<file path="config.mk">
export PLATFORM = sky130hd
export DESIGN_NAME = pulse_period_meter
export DESIGN_NICKNAME = d
export VERILOG_FILES = /design/src/rtl/pulse_pkg.sv /design/src/rtl/pulse_period_meter_edge_detect.sv /design/src/rtl/pulse_period_meter.sv
export SDC_FILE = /design/constraint.sdc
export NUM_CORES = 1
export LEC_CHECK = 0
export CORE_MARGIN = 2
export CORE_UTILIZATION = 53
export CTS_CLUSTER_DIAMETER = 120
export DETAILED_ROUTE_END_ITERATION = 8
export HOLD_SLACK_MARGIN = 0.02
export PLACE_DENSITY = 0.82
export SYNTH_ARGS = -nofsm -noshare
export SYNTH_HDL_FRONTEND = slang
export SYNTH_SLANG_ARGS = --single-unit
export TNS_END_PERCENT = 50
</file>
<file path="constraint.sdc">
create_clock -name clk -period 3.2 [get_ports clk]
set_input_delay 0.64 -clock clk [delete_from_list [all_inputs] [get_ports clk]]
set_output_delay 0.64 -clock clk [all_outputs]
set_load 0.01 [all_outputs]
</file>
<file path="src/rtl/pulse_pkg.sv">
// Shared types and defaults for the pulse period meter and its helpers.
package pulse_pkg;

  typedef enum logic [1:0] {
    IDLE       = 2'd0,
    WAIT_FIRST = 2'd1,
    MEASURE    = 2'd2
  } state_t;

  localparam int unsigned DEFAULT_WIDTH     = 30;
  localparam logic [29:0] DEFAULT_MAX_CLKS  = 30'h3FFF_FFFF;
  localparam int unsigned DEFAULT_CNT_WIDTH = 16;

endpackage

</file>
<file path="src/rtl/pulse_period_meter_edge_detect.sv">
// Rising-edge detector: registers the input once and flags a low-to-high change.
module pulse_period_meter_edge_detect (
  input  logic clk,
  input  logic reset,
  input  logic sig_i,
  output logic rise_o
);

  logic sig_q;

  always_ff @(posedge clk) begin
    if (reset) sig_q <= 1'b0;
    else       sig_q <= sig_i;
  end

  // A level held high produces a single rise in its first cycle.
  assign rise_o = sig_i & ~sig_q;

endmodule

</file>
<file path="src/rtl/pulse_period_meter.sv">
// Measures clocks between successive rising edges of pulse_in and reports each
// period on a valid/ready port. Build with PULSE_METER_MINMAX_EN for min/max tracking.
module pulse_period_meter
  import pulse_pkg::*;
#(
  parameter int unsigned      WIDTH     = DEFAULT_WIDTH,
  parameter logic [WIDTH-1:0] MAX_CLKS  = WIDTH'(DEFAULT_MAX_CLKS),
  parameter int unsigned      CNT_WIDTH = DEFAULT_CNT_WIDTH
) (
  input  logic                 clk,
  input  logic                 reset,
  input  logic                 enable,
  input  logic                 pulse_in,
  output logic [WIDTH-1:0]     period,
  output logic                 period_valid,
  input  logic                 period_ready,
  output logic                 overrun,
  output logic                 timeout,
  input  logic                 clear_flags,
  output logic [CNT_WIDTH-1:0] period_count,
`ifdef PULSE_METER_MINMAX_EN
  output logic [WIDTH-1:0]     min_period,
  output logic [WIDTH-1:0]     max_period,
`endif
  output state_t               state
);

  state_t               state_q, state_d;
  logic [WIDTH-1:0]     cnt_q, cnt_d;
  logic [WIDTH-1:0]     period_q;
  logic                 valid_q;
  logic                 overrun_q;
  logic                 timeout_q;
  logic [CNT_WIDTH-1:0] count_q;
  logic                 rise;
  logic                 capture;
  logic                 timeout_hit;
  logic                 accept;

  pulse_period_meter_edge_detect u_edge (
    .clk    (clk),
    .reset  (reset),
    .sig_i  (pulse_in),
    .rise_o (rise)
  );

  // Result port: the result moves when period_valid & period_ready are both high
  // at a clock edge; period holds still while valid unless a new capture replaces it.
  assign accept = valid_q & period_ready;

  always_comb begin
    state_d     = state_q;
    cnt_d       = cnt_q;
    capture     = 1'b0;
    timeout_hit = 1'b0;
    if (!enable) begin
      state_d = IDLE;
      cnt_d   = '0;
    end else begin
      case (state_q)
        IDLE: begin
          state_d = WAIT_FIRST;
          cnt_d   = '0;
        end
        WAIT_FIRST: begin
          if (rise) begin
            state_d = MEASURE;
            cnt_d   = WIDTH'(1);
          end
        end
        MEASURE: begin
          // An edge landing exactly at MAX_CLKS is still a valid capture.
          if (rise) begin
            capture = 1'b1;
            cnt_d   = WIDTH'(1);
          end else if (cnt_q == MAX_CLKS) begin
            timeout_hit = 1'b1;
            cnt_d       = '0;
            state_d     = WAIT_FIRST;
          end else begin
            cnt_d = cnt_q + WIDTH'(1);
          end
        end
        default: begin
          state_d = IDLE;
          cnt_d   = '0;
        end
      endcase
    end
  end

  always_ff @(posedge clk) begin
    if (reset) begin
      state_q   <= IDLE;
      cnt_q     <= '0;
      period_q  <= '0;
      valid_q   <= 1'b0;
      overrun_q <= 1'b0;
      timeout_q <= 1'b0;
      count_q   <= '0;
    end else begin
      state_q <= state_d;
      cnt_q   <= cnt_d;

      if (capture) begin
        period_q <= cnt_q;
        valid_q  <= 1'b1;
        count_q  <= count_q + CNT_WIDTH'(1);
      end else if (accept) begin
        valid_q <= 1'b0;
      end

      // Set conditions take priority over clear_flags.
      if (capture && valid_q && !period_ready) overrun_q <= 1'b1;
      else if (clear_flags)                    overrun_q <= 1'b0;

      if (timeout_hit)      timeout_q <= 1'b1;
      else if (clear_flags) timeout_q <= 1'b0;
    end
  end

`ifdef PULSE_METER_MINMAX_EN
  logic [WIDTH-1:0] min_q;
  logic [WIDTH-1:0] max_q;

  always_ff @(posedge clk) begin
    if (reset) begin
      min_q <= '1;
      max_q <= '0;
    end else if (capture) begin
      // A capture alongside clear_flags restarts tracking from this period.
      if (clear_flags || cnt_q < min_q) min_q <= cnt_q;
      if (clear_flags || cnt_q > max_q) max_q <= cnt_q;
    end else if (clear_flags) begin
      min_q <= '1;
      max_q <= '0;
    end
  end

  assign min_period = min_q;
  assign max_period = max_q;
`endif

  assign period       = period_q;
  assign period_valid = valid_q;
  assign overrun      = overrun_q;
  assign timeout      = timeout_q;
  assign period_count = count_q;
  assign state        = state_q;

endmodule

</file>
==> results.md, run 1 <==
- Cell accounting for the most synthesized area: dfxtp_1
- Antenna Cells: 0
- RSZ-0062 raised after global routing: no
- Violated checks: DRC
- Leading register cell type out of synthesis: dfxtp_1
- WP data required: 3.44 ns
- Area delta synth->final: 23.9%
- Io pins: 57
- WL final: 7740 um
- Slew @ Worst Pin: 0.684 ns
- P_leak: 1.48 nW
- Die ar.: 0.00735 mm^2
- Final Hold Viols: 0
- Critical Path End Type: flip-flop
- Smallest setup slack after layout: 0.659 ns
- Initial antenna violation count: 0
- Top Metal Used: met4
- DP HPWL: 5570 um
- Antenna viol nets, final: 0
- Outcome: finished, violations left
- Port bufs: 56
- Top cells by area, synth: dfxtp_1 46%, nand2_1 10%, a21oi_1 6.6%
- Layout cell share with drive strength beyond 1: 6.63%
- Clock Path Buffers: 2
- Routed length on met3: 527 um
- DR pass1 iterations: 7
- Filler instances: 517
- Fin crit period: 2.54 ns
- Postcts setup bufs: 0
- CP max-delay cell: dfxtp_1
- Post-CTS sizing: 0
- Count leader, synth: nand2_1
- Vias: 3,198
- Synth Register Bits: 82
- Crit Path Max Fanout: 9
- Clk Latency, worst-skew pair: 0.34 ns
- Synthesized Nets: 452
- Cts hold-fix bufs: 0
- Initial DRC count: 220
- Crit path launch type: flip-flop
- Multi-input gate area: 0.00180 mm^2
- Setup slack at placement: 0.331 ns
- Netlist Area Pre-Place: 0.00354 mm^2
- Routed length on met2: 3450 um
- Slew Limit Headroom: 54.2%
- Storage cell area: 0.00164 mm^2
- Starting Density: 55.1%
- Global placement routability congestion: 0.875
- Endpoints failing setup: 0
- Clock Sinks: 82
- Nets: 507
- Core ar.: 0.00642 mm^2
- Average size of a mapped cell: 8.04 um^2
- Post-synth EDFFs: 0
- Post-Layout Cell Count: 575
- Fin crit share: 79.4%
- Cell chain of the critical path: ha_1 -> and3_1 -> nand4_2 -> nor3_4 -> nor2_1 -> and3_2 -> a211o_2
- GRT Util Overall: 22.3%
- Type of the worst min-delay path: reg2reg
- Critical path data arrival time: 2.78 ns
- Chip width: 85.7 um
- Share of Yosys cell area claimed by the top area cell type: 46.4%
- Setup Skew: 0.00607 ns
- Number of max-cap violations: 0
- Routed length on met1: 3600 um
- YS warnings: 0
- Yosys cell types: 41
- CTS Buf Count: 9
- Vias per Instance: 5.56
- Flop-to-flop setup slack: 0.66 ns
- Synth Instances: 440
- Vias in the first global route: 2,988
- Fmax: 0.394 GHz
- Row cnt: 29
- Total gr overflow: 0
- Final slew viol count: 0
- Inst Count DP: 561
- Global-route wire length before repair: 13,300 um
- CTS tree: done
- Register area share after synthesis: 46.4%
- Peak supply drop: 0.260 mV
- Slowest stage delay, CP: 0.49 ns
- Fraction of registers with async set/reset: 0%
- Setup TNS: 0 ns
- Worst-path clk slew: 0.08 ns
- Post-synth top cells: 95 x nand2_1, 82 x dfxtp_1, 48 x nor2_1
- Largest net degree at the start of global routing: 36
- Die height: 85.7 um
- CTS root buf: clkbuf_8
- Post-route DRC: 7
- PwrDens: 426 mW/mm^2
- Crit path kind: reg2reg
- # H-tree levels: 3
- Avg WL per Cell: 13.5 um
==> area by class of cell <==
type | instances | share of cell area, %
multi-input combinational | 332 | 41.0
sequential | 82 | 37.4
timing repair buffer | 64 | 14.2
clock buffer | 11 | 3.22
tap | 77 | 2.20
clock inverter | 3 | 1.48
inverter | 6 | 0.514
==> final timing paths <==
check,cells after the start,to,start
min reg2reg,2,period[7]$_SDFFE_PP0N_,period[7]$_SDFFE_PP0N_
max,7,cnt_q[17]$_SDFFE_PP0P_,cnt_q[0]$_SDFFE_PP0P_
min,2,period[7]$_SDFFE_PP0N_,period[7]$_SDFFE_PP0N_
max reg2reg,7,cnt_q[17]$_SDFFE_PP0P_,cnt_q[0]$_SDFFE_PP0P_
==> power breakdown <==
| part | internal, mW | switching [mW] | leakage [nW] | total (mW) |
|---|---|---|---|---|
| Sequential | 1.02 | 0.00180 | 0.661 | 1.02 |
| Combinational | 0.0177 | 0.0305 | 0.709 | 0.0481 |
| Clock | 0.451 | 0.344 | 0.105 | 0.795 |
| Total | 1.49 | 0.376 | 1.48 | 1.87 |
==> layout by cell type (no fill, tap or decap), types with 2 or more instances in the layout <==
cell type,instances
or2_2,2
nor2b_1,2
nand4_1,13
dfxtp_1,82
mux2i_1,2
ha_1,6
xnor2_1,10
nor3_1,11
buf_4,8
and4_1,4
nor4_1,2
and3_1,5
or3_1,5
o21ai_0,14
nand2b_1,3
clkdlybuf4s50_1,56
a21oi_1,47
inv_1,6
nor2_1,48
xor2_1,17
nand3_1,24
nand2_1,95
bufinv_16,2
a31oi_1,4
clkbuf_8,10
==> through the flow <==
| stage | area [um^2] | util, % | power, mW | hold slack (ns) |
|---|---|---|---|---|
| CTS | 4380 | 68.3 | 1.88 | 0.458 |
| finish | 4380 | 68.3 | 1.87 | 0.454 |
| global route | 4380 | 68.3 | 1.92 | 0.476 |
| global placement | 4180 | 65.0 | 1.09 | 0.441 |
| detailed placement | 4180 | 65.0 | 1.09 | 0.447 |
| floorplan | 3540 | - | 1.08 | 0.445 |
==> logic make-up after synthesis <==
logic type,count (synthesis),share of synthesized area [%]
AND/OR/NAND/NOR,227,30.6
flip-flops,82,46.4
AO/OA/AOI/OAI,70,10.7
XOR/XNOR,27,6.68
buffers and inverters,26,2.86
adder cells (fa/ha/maj),6,2.12
multiplexers,2,0.566
==> sequential cells by signal, indices dropped and copies added (netlist names) <==
name / count
cnt_q: 30
overrun: 1
period: 30
period_count: 16
period_valid: 1
state: 2
timeout: 1
u_edge.sig_q: 1
==> worst max-delay path: cells and delay by family (launching register included) <==
family                     cells  cell delay (ns)
adders and majority gates      1             0.27
and+or+nand+nor                5             1.38
AOI/OAI and AO/OA              1             0.30
DFF                            1             0.49
==> routing by layer <==
layer,up-vias,global-route usage [%]
met5,-,0
met4,0,10.1
met3,18,4.52
met2,94,34.4
met1,1468,30.2
li1,1618,-
No activity file was read; power rests on OpenSTA's default activity.
==> run 2, diff against run 1 <==
- clock period: 3.2 -> 2.65 ns (I/O delays scaled with it)
==> results.md, run 2 (same netlist as run 1, synthesis figures left out) <==
- Critical Path End Type: flip-flop
- Core ar.: 0.00642 mm^2
- PwrDens: 476 mW/mm^2
- Fmax: 0.411 GHz
- Crit path depth: 7
- Fin crit share: 91.9%
- DR pass1 iterations: 7
- Worst-path clk slew: 0.08 ns
- Slew @ Worst Pin: 0.707 ns
- Port bufs: 56
- Post-route DRC: 7
- Initial antenna violation count: 0
- Antenna Cells: 0
- Register-to-Register Path Depth: 7
- Setup TNS: 0 ns
- CTS tree: done
- Layout cell share with drive strength beyond 1: 9.02%
- GRT Util Overall: 22.8%
- Setup slack at placement: 0.0976 ns
- Endpoints failing setup: 0
- Post-Layout Cell Count: 587
- Total gr overflow: 0
- Cell chain of the critical path: nand4_4 -> or4_4 -> nor3_4 -> buf_4 -> a21boi_2 -> or4_1 -> a21oi_1
- CTS Buf Count: 9
- Clock Path Buffers: 2
- RSZ-0062 raised after global routing: no
- Die ar.: 0.00735 mm^2
- Vias: 3,297
- Number of max-cap violations: 0
- Crit Path Max Fanout: 7
- Outcome: finished, violations left
- Antenna viol nets, final: 0
- Smallest setup slack after layout: 0.214 ns
- Type of the worst min-delay path: reg2reg
- Crit path kind: reg2reg
- Nets: 517
- Row cnt: 29
- Global-route wire length before repair: 13,500 um
- Postcts setup bufs: 0
- Initial DRC count: 244
- Crit path launch type: flip-flop
- Buffer and inverter count on the worst path: 1
- Peak supply drop: 0.288 mV
- Die height: 85.7 um
- Violated checks: DRC
- Worst hold path stage count: 2
- CTS root buf: clkbuf_8
- CP max-delay cell: or4_4
- Setup Skew: 0.00859 ns
- Area delta synth->final: 25.5%
- DP HPWL: 5580 um
- Global placement routability congestion: 0.853
- WP data required: 2.95 ns
- Largest net degree at the start of global routing: 51
- Final Hold Viols: 0
- Commonest non-fill, non-tap cell in the layout: nand2_1
- Avg WL per Cell: 13.9 um
- Slowest stage delay, CP: 0.61 ns
- Core Util, Final: 69.1%
- Critical path data arrival time: 2.73 ns
- P_leak: 1.51 nW
- Slew Limit Headroom: 52.7%
- Vias in the first global route: 2,973
- Io pins: 57
- Clock Sinks: 82
- WL final: 8140 um
- Hold_ws: 0.459 ns
- Chip width: 85.7 um
- Fin crit period: 2.44 ns
- # H-tree levels: 3
- Final slew viol count: 0
- Clk Latency, worst-skew pair: 0.36 ns
- Most frequent cells in the layout: 95 x nand2_1, 82 x dfxtp_1, 56 x clkdlybuf4s50_1, 48 x nor2_1, 47 x a21oi_1
- Inst Count DP: 571
- Starting Density: 55.1%
- Vias per Instance: 5.62
- Filler instances: 511
- Cell family with most CP delay: simple AND/OR/NAND/NOR gates
- Cts hold-fix bufs: 0
- Post-CTS sizing: 0
run 2: per-stage QoR:
step                      instance area (um^2)  total power [mW]
final                                     4440              2.11
after global routing                      4440              2.19
after CTS                                 4440              2.13
after detailed placement                  4270              1.32
after global placement                    4270              1.32
after floorplan                           3540              1.30
run 2: where the power goes:
| part | leakage [nW] | internal, mW | switching, mW |
|---|---|---|---|
| Clock | 0.0864 | 0.346 | 0.472 |
| Sequential | 0.661 | 1.23 | 0.00211 |
| Combinational | 0.764 | 0.0236 | 0.0369 |
| Total | 1.51 | 1.60 | 0.511 |
run 2: layout make-up:
type                            count  area (um^2)  area share (%)
Timing Repair Buffer               74          708            15.9
Clock inverter                      7         51.3            1.16
Tap cell                           77         96.3            2.17
Inverter                            6         22.5           0.507
Clock buffer                        9          124            2.79
Multi-Input combinational cell    332         1800            40.5
Sequential cell                    82         1640            37.0
run 2: metal layers:
metal	global-route usage (%)	up-vias	part of all wire, %	wire length [um]
met1	30.3	1519	46	3710
met4	7.94	0	1.7	141
met5	0	-	0	0
met3	5.77	21	7.0	572
li1	-	1631	-	-
met2	36.2	126	46	3710
run 2: tightest hold or removal path: stages, from the launching register on:
cell and delay, ns:
dfxtp_1 0.32, nand2_1 0.05, a21oi_1 0.05
run 2: path summary, 6_finish.rpt:
| kind | startpoint | slack, ns | endpoint |
|---|---|---|---|
| worst max register to register | cnt_q[17]$_SDFFE_PP0P_ | 0.21 | state[0]$_SDFFE_PP0P_ |
| worst min register to register | period[0]$_SDFFE_PP0N_ | 0.46 | period[0]$_SDFFE_PP0N_ |
| worst max-delay path | cnt_q[17]$_SDFFE_PP0P_ | 0.21 | state[0]$_SDFFE_PP0P_ |
| worst min-delay path | period[0]$_SDFFE_PP0N_ | 0.46 | period[0]$_SDFFE_PP0N_ |
